## src/rtl/sample_envelope_if.sv

```systemverilog
// Sample stream into and envelope stream out of the envelope follower.
// The slave side is the follower itself; the master side is whoever feeds
// samples and consumes the envelope (the audio source / word clipper pair).
interface sample_envelope_if;
    logic        ivalid;
    logic [15:0] idata;
    logic        ilast;
    logic        ovalid;
    logic [31:0] oidx;
    logic [15:0] odata;
    logic        olast;

    modport slave (
        input  ivalid, idata, ilast,
        output ovalid, oidx, odata, olast
    );

    modport master (
        output ivalid, idata, ilast,
        input  ovalid, oidx, odata, olast
    );
endinterface

```

## src/rtl/sample_envelope.sv

```systemverilog
// Envelope follower: rectifies signed PCM samples and emits a moving average
// of |x| over a 2^LOG2_WIN window, tagged with a per-utterance sample index.
// Two register stages: rectify/tag, then window update and output register.
module sample_envelope #(
    parameter int LOG2_WIN = 4
) (
    input  logic              iclk,
    input  logic              irstn,
    sample_envelope_if.slave  s
);
    localparam int WIN  = 1 << LOG2_WIN;
    localparam int SUMW = 15 + LOG2_WIN;
    localparam logic [LOG2_WIN:0]   FILL_FULL = (LOG2_WIN + 1)'(WIN);
    localparam logic [LOG2_WIN:0]   FILL_ONE  = (LOG2_WIN + 1)'(1);
    localparam logic [LOG2_WIN-1:0] WPTR_ONE  = LOG2_WIN'(1);

    // stage 1
    logic        s1_valid_q;
    logic [14:0] s1_abs_q;
    logic [31:0] s1_idx_q;
    logic        s1_last_q;
    logic [31:0] idx_cnt_q;
    logic [14:0] abs_d;

    // stage 2 / window state
    logic [SUMW-1:0]     sum_q;
    logic [SUMW-1:0]     sum_d;
    logic [SUMW-1:0]     oldest_d;
    logic [LOG2_WIN:0]   fill_q;
    logic [LOG2_WIN-1:0] wptr_q;
    logic [14:0]         win_q [WIN];

    logic        ovalid_q;
    logic [31:0] oidx_q;
    logic [15:0] odata_q;
    logic        olast_q;

    // Rectify with saturation; -32768 has no positive 16-bit counterpart.
    // For every other negative value the low 15 bits of the negation are |x|.
    always_comb begin
        abs_d = s.idata[14:0];
        if (s.idata[15]) begin
            if (s.idata[14:0] == 15'd0) begin
                abs_d = 15'h7FFF;
            end else begin
                abs_d = (~s.idata[14:0]) + 15'd1;
            end
        end
    end

    // Stage 1: capture rectified sample with its index; index restarts after ilast.
    always_ff @(posedge iclk or negedge irstn) begin
        if (!irstn) begin
            s1_valid_q <= 1'b0;
            s1_abs_q   <= '0;
            s1_idx_q   <= '0;
            s1_last_q  <= 1'b0;
            idx_cnt_q  <= '0;
        end else begin
            s1_valid_q <= s.ivalid;
            if (s.ivalid) begin
                s1_abs_q  <= abs_d;
                s1_idx_q  <= idx_cnt_q;
                s1_last_q <= s.ilast;
                idx_cnt_q <= s.ilast ? 32'd0 : idx_cnt_q + 32'd1;
            end
        end
    end

    // Running sum: evict the oldest sample only once the window is full, so
    // the fill phase ramps up as if missing samples were zero.
    always_comb begin
        oldest_d = '0;
        if (fill_q == FILL_FULL) begin
            oldest_d = {{LOG2_WIN{1'b0}}, win_q[wptr_q]};
        end
        sum_d = sum_q - oldest_d + {{LOG2_WIN{1'b0}}, s1_abs_q};
    end

    // Window buffer holds no reset; stale contents are masked by fill_q.
    always_ff @(posedge iclk) begin
        if (s1_valid_q) begin
            win_q[wptr_q] <= s1_abs_q;
        end
    end

    // Stage 2: update window state, register outputs; a last sample wipes the
    // window after use so the next sample starts fresh with no bubble.
    always_ff @(posedge iclk or negedge irstn) begin
        if (!irstn) begin
            sum_q    <= '0;
            fill_q   <= '0;
            wptr_q   <= '0;
            ovalid_q <= 1'b0;
            oidx_q   <= '0;
            odata_q  <= '0;
            olast_q  <= 1'b0;
        end else begin
            ovalid_q <= s1_valid_q;
            if (s1_valid_q) begin
                odata_q <= {1'b0, sum_d[SUMW-1:LOG2_WIN]};
                oidx_q  <= s1_idx_q;
                olast_q <= s1_last_q;
                if (s1_last_q) begin
                    sum_q  <= '0;
                    fill_q <= '0;
                    wptr_q <= '0;
                end else begin
                    sum_q  <= sum_d;
                    wptr_q <= wptr_q + WPTR_ONE;
                    if (fill_q != FILL_FULL) begin
                        fill_q <= fill_q + FILL_ONE;
                    end
                end
            end
        end
    end

    assign s.ovalid = ovalid_q;
    assign s.oidx   = oidx_q;
    assign s.odata  = odata_q;
    assign s.olast  = olast_q;
endmodule

```

## src/flat_wrapper.sv

```systemverilog
// flat-port wrapper written by rule: the top's interface ports become plain ports
module sample_envelope_flat 
#(
    parameter int LOG2_WIN = 4
)
  (iclk, irstn, s_ivalid, s_idata, s_ilast, s_ovalid, s_oidx, s_odata, s_olast);
  sample_envelope_if s_i ();
  input  logic iclk;
  input  logic irstn;
  input wire logic [$bits(s_i.ivalid)-1:0] s_ivalid;
  input wire logic [$bits(s_i.idata)-1:0] s_idata;
  input wire logic [$bits(s_i.ilast)-1:0] s_ilast;
  output wire logic [$bits(s_i.ovalid)-1:0] s_ovalid;
  output wire logic [$bits(s_i.oidx)-1:0] s_oidx;
  output wire logic [$bits(s_i.odata)-1:0] s_odata;
  output wire logic [$bits(s_i.olast)-1:0] s_olast;
  assign s_i.ivalid = s_ivalid;
  assign s_i.idata = s_idata;
  assign s_i.ilast = s_ilast;
  assign s_ovalid = s_i.ovalid;
  assign s_oidx = s_i.oidx;
  assign s_odata = s_i.odata;
  assign s_olast = s_i.olast;
  sample_envelope #(.LOG2_WIN(LOG2_WIN)) u_core (.iclk(iclk), .irstn(irstn), .s(s_i));
endmodule
```

## config.mk

```make
export PLATFORM = sky130hd
export DESIGN_NAME = sample_envelope_flat
export DESIGN_NICKNAME = d
export VERILOG_FILES = /design/src/rtl/sample_envelope_if.sv /design/src/rtl/sample_envelope.sv /design/src/flat_wrapper.sv
export SDC_FILE = /design/constraint.sdc
export NUM_CORES = 1
export LEC_CHECK = 0
export ABC_AREA = 1
export CAP_MARGIN = 20
export CORE_MARGIN = 4
export CORE_UTILIZATION = 45
export DETAILED_ROUTE_END_ITERATION = 10
export PLACE_DENSITY = 0.63
export SLEW_MARGIN = 25
export SYNTH_ARGS = -nofsm -noshare
export SYNTH_HDL_FRONTEND = slang
export SYNTH_SLANG_ARGS = --single-unit
```

## constraint.sdc

```tcl
create_clock -name iclk -period 4.6 [get_ports iclk]
set_input_delay 1.15 -clock iclk [delete_from_list [all_inputs] [get_ports iclk]]
set_output_delay 1.15 -clock iclk [all_outputs]
set_load 0.05 [all_outputs]
```

# [Word level (Yosys, flattened, before mapping)]
# Memory sizes are Yosys's and may differ from the RTL's.
# Index checks and enable logic that the tools add are counted.
[classes] add_sub_neg=6 mux=10 eq_ne=2 reduce_logical=3 bitwise_logic=1
[ops] op="2-to-1 mux 15 bit" n=3
[ops] op="adder 32 x 1 -> 32 bit (second input constant)" n=1
[ops] op="2-to-1 mux 32 bit" n=1
[ops] op="adder 19 x 15 -> 19 bit" n=1
[ops] op="2-to-1 mux 19 bit" n=1
[ops] op="subtractor 19 x 15 -> 19 bit" n=1
[ops] op="adder 15 x 1 -> 15 bit (second input constant)" n=1
[ops] op="logical NOT 15 bit" n=1
[ops] op="inverter 15 bit" n=1
[ops] op="2-to-1 mux 5 bit" n=2
[ops] op="adder 5 x 1 -> 5 bit (second input constant)" n=1
[ops] op="equality test 5 bit (second input constant)" n=1
[ops] op="inequality test 5 bit (second input constant)" n=1
[ops] op="adder 4 x 1 -> 4 bit (second input constant)" n=1
[ops] op="2-to-1 mux 4 bit" n=1
[ops] op="2-to-1 mux 1 bit" n=2
[ops] op="AND reduction 2 bit" n=1
[ops] op="nonzero test 2 bit" n=1
[word_totals] ff_bits=158 elab_cells=35 mem_bits_rw=240 mem_count=1 out_inout_bits=50
[memory_table] name="u_core.win_q" depth=16 word_bits=15 rd=1 rd_ports_with_merged_regs=0 write_ports=1 line_no="sample_envelope.sv:31" text="logic [14:0] win_q [WIN];"

# [Longest topological paths before layout]
# Gate-level depths: netlist (run 1).
[depth] depth_word=5 ltp_mapped=24

# [Worst setup path before layout (run 1)]
# No wires, ideal clock.
[synth_timing] path_type="flip-flop to flip-flop" start="register u_core.wptr_q[0]" end="register u_core.sum_q[12]" n_path_buf=2 slack_ns=1.380 synth_period_minus_slack_ns=3.220 setup_time_ns=0.119 arrival_time_ns=3.101 stages_incl_launch_ff=20 required_time_ns=4.481 cell_sequence="dfrtp_1 inv_2 buf_2 clkbuf_1 o21ai_0 o22ai_1 nand2_1 a31oi_1 fa_1 fa_1 inv_1 nand2_1 o21ai_0 nand2_1 nand2_1 nand2_1 nand2_1 nand2_1 nand4_1 nand2_1"
[synth_between] elab_chain_len=5
[synth_lines] element="from (decl)" line_no="sample_envelope.sv:30" text="logic [LOG2_WIN-1:0] wptr_q;"
[synth_lines] element="from (signal assigned)" line_no="sample_envelope.sv:110" text="wptr_q <= wptr_q + WPTR_ONE;"
[synth_lines] element="memory (16 x 15 bit)"
[synth_lines] element="2-to-1 mux 15 bit" line_no="sample_envelope.sv:74" text="if (fill_q == FILL_FULL) begin"
[synth_lines] element="subtractor 19 x 15 -> 19 bit" line_no="sample_envelope.sv:77" text="sum_d = sum_q - oldest_d + {{LOG2_WIN{1'b0}}, s1_abs_q};"
[synth_lines] element="adder 19 x 15 -> 19 bit" line_no="sample_envelope.sv:77"
[synth_lines] element="2-to-1 mux 19 bit" line_no="sample_envelope.sv:104" text="if (s1_last_q) begin"
[synth_lines] element="to (signal assigned)" line_no="sample_envelope.sv:109" text="sum_q <= sum_d;"
[synth_lines] element="to (decl)" line_no="sample_envelope.sv:26" text="logic [SUMW-1:0] sum_q;"
# No other way between the ends.
# A chain may end at the register's enable or synchronous reset.

# [Worst setup path in the final report (run 1)]
# Ends and elaborated chain as after synthesis.

==> results of run 1 <==
metrics by stage:
stage                     util, %  setup slack [ns]  instance area [um2]  total power [uW]
after detailed placement     49.6             0.583                19300              7770
final                        53.0             0.550                20700             11000
after CTS                    53.0             0.553                20700             11100
after floorplan                 -              1.38                17900              6740
after global routing         53.0             0.162                20700             11700
after global placement       49.6             0.603                19300              7720
state kept, by name (all words and copies together) (netlist names):
signal             cells
u_core.win_q         240
u_core.wptr_q          4
u_core.fill_q          5
u_core.s1_idx_q       32
u_core.idx_cnt_q      32
u_core.sum_q          19
u_core.s1_abs_q       15
u_core.s.oidx         32
u_core.s.odata        15
u_core.s1_valid_q      1
u_core.s.ovalid        1
u_core.s1_last_q       1
u_core.s.olast         1
path summary, 6_finish.rpt:
check | start | slack, ns | end
min reg2reg | u_core.s.olast$_DFFE_PN0P_ | 0.47 | u_core.s.olast$_DFFE_PN0P_
min in group asynchronous | irstn | 0.58 | u_core.s1_idx_q[31]$_DFFE_PN0P_
max reg2reg | u_core.wptr_q[0]$_DFFE_PN0P_ | 0.55 | u_core.sum_q[12]$_DFFE_PN0P_
max | u_core.wptr_q[0]$_DFFE_PN0P_ | 0.55 | u_core.sum_q[12]$_DFFE_PN0P_
min | u_core.s.olast$_DFFE_PN0P_ | 0.47 | u_core.s.olast$_DFFE_PN0P_
max in group asynchronous | irstn | 3.03 | u_core.s.odata[5]$_DFFE_PN0P_
cell type report:
class	count	area, um2	share of cell area, %
well taps	518	648	3.13
clock inverters	13	109	0.526
flip-flops and latches	398	11200	54.0
multi-input cells	1156	5750	27.8
clock buffers	62	1250	6.04
repair buffers	112	1070	5.17
inverters	186	698	3.38
worst max-delay path: cells and delay by family (launching register included):
kind	cells	cell delay (ns)
AND/OR/NAND/NOR	10	0.79
adder cells (fa/ha/maj)	2	0.99
AO/OA/AOI/OAI	4	0.98
buffers and inverters	3	0.48
flip-flops	1	0.66
cells by family after synthesis:
family,share of synthesized area [%]
and+or+nand+nor,17.4
DFF,62.2
AOI/OAI and AO/OA,10.4
buffers and inverters,5.77
adders and majority gates,3.56
xor gates and xnor gates,0.635
other,0.0209
metal layers:
metal | up-vias | track usage [%] | wire length [um] | part of all wire [%]
met5 | - | 0 | 0 | 0
met1 | 6333 | 31.5 | 21200 | 46
met4 | 0 | 6.12 | 1020 | 2.2
met3 | 70 | 3.51 | 3080 | 6.7
met2 | 412 | 32.2 | 20700 | 45
li1 | 6266 | - | - | -
cell usage in the layout, fill, tap and decap left out, drive strengths merged, types with 25 or more instances in the layout:
master         synthesis  layout
nand4                 25      25
nor2                 234     234
o22ai                 59      59
nor3                  31      31
edfxtp               240     240
buf                   36      46
nand2                392     392
dfrtp                158     158
o21ai                211     211
ha                    27      27
nand3                 56      56
inv                  183     185
clkbuf                38      62
clkdlybuf4s50          0      66
a21oi                 54      54
power by group through the flow:
| stage | clock (uW) | sequential [uW] | combinational (uW) |
|---|---|---|---|
| 2_1_floorplan | 0 | 4660 | 2070 |
| 3_3_place_gp | 0 | 4490 | 3230 |
| 4_1_cts | 3400 | 4420 | 3290 |
| 5_1_grt | 3540 | 4460 | 3740 |
| 6_report | 3330 | 4420 | 3290 |
| 3_5_place_dp | 0 | 4490 | 3270 |
==> reports/qor.txt, run 1 <==
Gpl congestion -> 0.882
Critical Path RT -> 5.04 ns
Slowest-stage cell, CP -> dfrtp_4
Num rows -> 72
Synth cell count leaders -> nand2_1 (388), edfxtp_1 (240), nor2_1 (226)
Min cycle time layout -> 4.05 ns
Logic pwr share -> 29.8%
Syn Inst Count -> 1814
Top Ports -> 70
Sequential share of the synthesized area -> 62.2%
DR iter-0 viols -> 1326
Mapped Area -> 17900 um2
Post-synth ARST share -> 39.7%
Final Non-Filler Cells -> 2445
CTS resizes -> 0
H-tree depth -> 2
Crit share post-route -> 88.0%
Total internal power -> 7190 uW
Top cell type's share of synthesized area -> 40.2%
Clock Path Buffers -> 3
Syn Area/Cell -> 9.89 um2
Die Wd -> 208 um
Hold Crit Depth -> 2
Placed insts -> 2370
CP Capture Type -> register
Synth cell types -> 44
Critical path peak fanout -> 62
Hold Path Class -> reg -> reg
Ys Warns -> 0
DR vias/cell -> 5.35
Crit Path Class -> reg -> reg
Fin. max-slew vios -> 0
DRC -> 0
Final Hold Viols -> 0
Pre-antenna DRT Iters -> 5
Area leader, netlist -> edfxtp_1
Post-synth EDFFs -> 240
Total grt overflow -> 0
Core area -> 39000 um2
Clock slew at reported path FFs -> 0.06 ns
Dominant synthesized flop cell -> edfxtp_1
Max-cap violations -> 0
Largest net degree at the start of global routing -> 92
Maximum vdd drop -> 0.263 mV
Layout cells sized above 1 -> 7.27%
LEAKAGE -> 0.00837 uW
Syn Nets -> 1876
Setup bufs post-CTS -> 0
Worst setup SP type -> register
Synth top area cells -> edfxtp_1 (40%), dfrtp_1 (22%), nand2_1 (8.1%)
Sequential Power Share -> 40.1%
Clk sinks -> 398
Power Density -> 534 nW/um2
NetSw -> 3860 uW
Setup violations, final -> 0
F_max -> 0.247 GHz
Worst Tran Pin Value -> 0.881 ns
Die Y-Extent -> 208 um
Global-route wire length before repair -> 73.0 mm
Remaining antenna violation count -> 0
Worst-Skew Late Latency -> 0.58 ns
Data arrival, critical path -> 4.49 ns
Setup TNS -> 0 ns
Hold buffers post-CTS -> 0
Final HPWL DP -> 29.7 mm
Initial antenna violation count -> 0
Max-slew headroom -> 41.3%
Net Sw Frac -> 34.9%
Filler cells -> 3469
Status -> complete, no violations
Synth-to-Final Area Change -> 15.3%
Die area -> 43100 um2
Total CTS buffers -> 42
GRT Overall Usage -> 21.1%
R2r worst-path depth -> 19
Port-buffer cells -> 68
Hold WS -> 0.466 ns
Clock power share -> 30.2%
Vias in the first global route -> 12804
Final Skew -> 0.0202 ns
Count leader, synth -> nand2_1
Worst path most repeated cell -> nand2_1
CP max stage delay -> 0.66 ns
Routed WL per cell -> 18.8 um
Crit-path cells -> buf_12 > o21ai_0 > o22ai_1 > nand2_1 > nand2_1 > inv_1 > a31oi_1 > fa_1 > fa_1 > inv_1 > nand2_1 > o21ai_0 > nand2_1 > nand2_1 > nand2_1 > nand2_1 > nand2_1 > nand4_1 > nand2_1
Number of synthesized register bits -> 398
CTS root buf -> clkbuf_16
WL final -> 46.0 mm
Final layout net count -> 1958
Initial core utilization -> 46.0%
Antenna diodes -> 0
TritonCTS clock tree -> yes
Via Count -> 13081
Unrepaired setup endpoints after global routing -> no
No activity file was read; power rests on OpenSTA's default activity.
==> run 2, diff against run 1 <==
--- a/config.mk
+++ b/config.mk
@@ -7,6 +7,7 @@
 export LEC_CHECK = 0
 export ABC_AREA = 1
 export CAP_MARGIN = 20
+export CORE_ASPECT_RATIO = 0.5
 export CORE_MARGIN = 4
 export CORE_UTILIZATION = 45
 export DETAILED_ROUTE_END_ITERATION = 10
==> reports/qor.txt, run 2 (synthesis gave the netlist of run 1 again) <==
Fin. max-slew vios -> 0 (unchanged)
Crit path launch -> u_core.wptr_q[0]$_DFFE_PN0P_ (unchanged)
DRC -> 0 (unchanged)
Global-route wire length before repair -> 69.9 mm (was 73.0 mm)
Core area -> 39100 um2 (was 39000 um2)
Final HPWL DP -> 28.0 mm (was 29.7 mm)
Critical path peak fanout -> 124 (was 62)
Hold buffers post-CTS -> 0 (unchanged)
Clk sinks -> 398 (unchanged)
Initial antenna violation count -> 0 (unchanged)
Power Density -> 525 nW/um2 (was 534 nW/um2)
Unrepaired setup endpoints after global routing -> no (unchanged)
CTS root buf -> clkbuf_16 (unchanged)
HP Start -> u_core.s1_idx_q[5]$_DFFE_PN0P_ (was u_core.s.olast$_DFFE_PN0P_)
Max-slew headroom -> 38.4% (was 41.3%)
Largest net degree at the start of global routing -> 125 (was 92)
Critical Path RT -> 5.02 ns (was 5.04 ns)
WL final -> 44.1 mm (was 46.0 mm)
Final Skew -> 0.0165 ns (was 0.0202 ns)
Clock Path Buffers -> 3 (unchanged)
Final Core Density -> 52.4% (was 53.0%)
Hold Path Class -> reg -> reg (unchanged)
Post-layout instance area -> 20500 um2 (was 20700 um2)
Setup violations, final -> 0 (unchanged)
Crit Path Class -> reg -> reg (unchanged)
CTS resizes -> 0 (unchanged)
DR iter-0 viols -> 1160 (was 1326)
CP Capture Type -> register (unchanged)
Num rows -> 51 (was 72)
Routed WL per cell -> 18.1 um (was 18.8 um)
Total grt overflow -> 0 (unchanged)
Commonest non-fill, non-tap cell in the layout -> nand2_1 (unchanged)
Gpl congestion -> 0.877 (was 0.882)
F_max -> 0.251 GHz (was 0.247 GHz)
Total CTS buffers -> 37 (was 42)
Top Ports -> 70 (unchanged)
Status -> complete, no violations (unchanged)
Crit-path cells -> buf_12 > o21ai_0 > o22ai_1 > nand2_1 > nand2_1 > a21oi_1 > a21oi_1 > ha_1 > inv_1 > ha_1 > inv_1 > fa_1 > inv_1 > nand2_1 > o21ai_0 > nand2_1 > nand2_1 > nand2_1 > nand2_1 > nand2_1 > nand4_1 > nand2_1 (was buf_12 > o21ai_0 > o22ai_1 > nand2_1 > nand2_1 > inv_1 > a31oi_1 > fa_1 > fa_1 > inv_1 > nand2_1 > o21ai_0 > nand2_1 > nand2_1 > nand2_1 > nand2_1 > nand2_1 > nand4_1 > nand2_1)
FF-to-FF Start -> u_core.wptr_q[0]$_DFFE_PN0P_ (unchanged)
Max reg flops -> 240 (unchanged)
Most flops, register -> u_core.win_q (unchanged)
Vias in the first global route -> 12745 (was 12804)
Pre-antenna DRT Iters -> 5 (unchanged)
Via Count -> 12895 (was 13081)
Slowest-stage cell, CP -> dfrtp_4 (unchanged)
Worst path most repeated cell -> nand2_1 (unchanged)
Worst Tran Pin Value -> 0.920 ns (was 0.881 ns)
Dpl cell area -> 19300 um2 (about the same)
Area of the multi-input gates -> 5750 um2 (unchanged)
Worst setup SP type -> register (unchanged)
Clock slew at reported path FFs -> 0.06 ns (about the same)
Antenna diodes -> 0 (unchanged)
Initial core utilization -> 45.9% (was 46.0%)
Final Hold Viols -> 0 (unchanged)
Layout cells sized above 1 -> 6.33% (was 7.27%)
CP max stage delay -> 0.43 ns (was 0.66 ns)
TritonCTS clock tree -> yes (unchanged)
Filler cells -> 3475 (was 3469)
H-tree depth -> 2 (unchanged)
Setup TNS -> 0 ns (unchanged)
Synth-to-Final Area Change -> 14.3% (was 15.3%)
Commonest non-fill, non-tap cells in the layout -> nand2_1 (388), edfxtp_1 (240), nor2_1 (226) (unchanged)
Remaining antenna violation count -> 0 (unchanged)
Final layout net count -> 1945 (was 1958)
Register Area -> 11200 um2 (unchanged)
DR vias/cell -> 5.28 (was 5.35)
Hold WS -> 0.471 ns (was 0.466 ns)
GRT Overall Usage -> 20.4% (was 21.1%)
Die Y-Extent -> 149 um (was 208 um)
Die area -> 43300 um2 (was 43100 um2)
Port-buffer cells -> 68 (unchanged)
Data arrival, critical path -> 4.40 ns (was 4.49 ns)
Max-cap violations -> 0 (unchanged)
Crit share post-route -> 86.6% (was 88.0%)
LEAKAGE -> 0.00826 uW (was 0.00837 uW)
Min cycle time layout -> 3.98 ns (was 4.05 ns)
Maximum vdd drop -> 0.253 mV (was 0.263 mV)
Worst-Skew Late Latency -> 0.55 ns (was 0.58 ns)
Die Wd -> 290 um (was 208 um)
Setup bufs post-CTS -> 0 (unchanged)
## run 2: where the power goes
part	internal, uW	switching (uW)
Clock	1790	1320
Sequential	4180	236
Combinational	1060	2190
Total	7030	3750
## run 2: metal layers
metal	vias to the layer above	global-route usage [%]	routed length [um]
li1	6260	-	-
met1	6244	28.1	19800
met2	328	33.6	20500
met3	63	4.30	2860
met4	0	5.01	890
met5	-	0	0
## run 2: critical path: cells and delay by family, from the launching register on
family	cells	cell delay, ns
AOI/OAI and AO/OA	5	1.08
adders and majority gates	3	0.84
buffers and inverters	4	0.64
DFF	1	0.43
and+or+nand+nor	10	0.81
## run 2: area by class of cell
class | instances | area share (%)
flip-flops and latches | 398 | 54.4
multi-input cells | 1156 | 28.0
clock buffers | 55 | 5.19
repair buffers | 104 | 4.92
inverters | 186 | 3.41
well taps | 530 | 3.23
clock inverters | 12 | 0.787
## run 2: metrics by stage
stage	total power (uW)	setup WS, ns	instances
floorplan	6740	1.38	1814
global placement	7690	0.737	2374
detailed placement	7730	0.682	2374
finish	10800	0.619	2441
CTS	10800	0.663	2441
global route	11400	0.252	2441
## run 2: worst paths after layout
| kind | depth (start not counted) | slack [ns] | endpoint |
|---|---|---|---|
| worst max-delay path | 22 | 0.62 | u_core.sum_q[12]$_DFFE_PN0P_ |
| worst min-delay path | 2 | 0.47 | u_core.s1_idx_q[5]$_DFFE_PN0P_ |
| worst max register to register | 22 | 0.62 | u_core.sum_q[12]$_DFFE_PN0P_ |
| worst min register to register | 2 | 0.47 | u_core.s1_idx_q[5]$_DFFE_PN0P_ |
| max in group asynchronous | 2 | 2.94 | u_core.s1_valid_q$_DFF_PN0_ |
| min in group asynchronous | 1 | 0.67 | u_core.s.oidx[17]$_DFFE_PN0P_ |
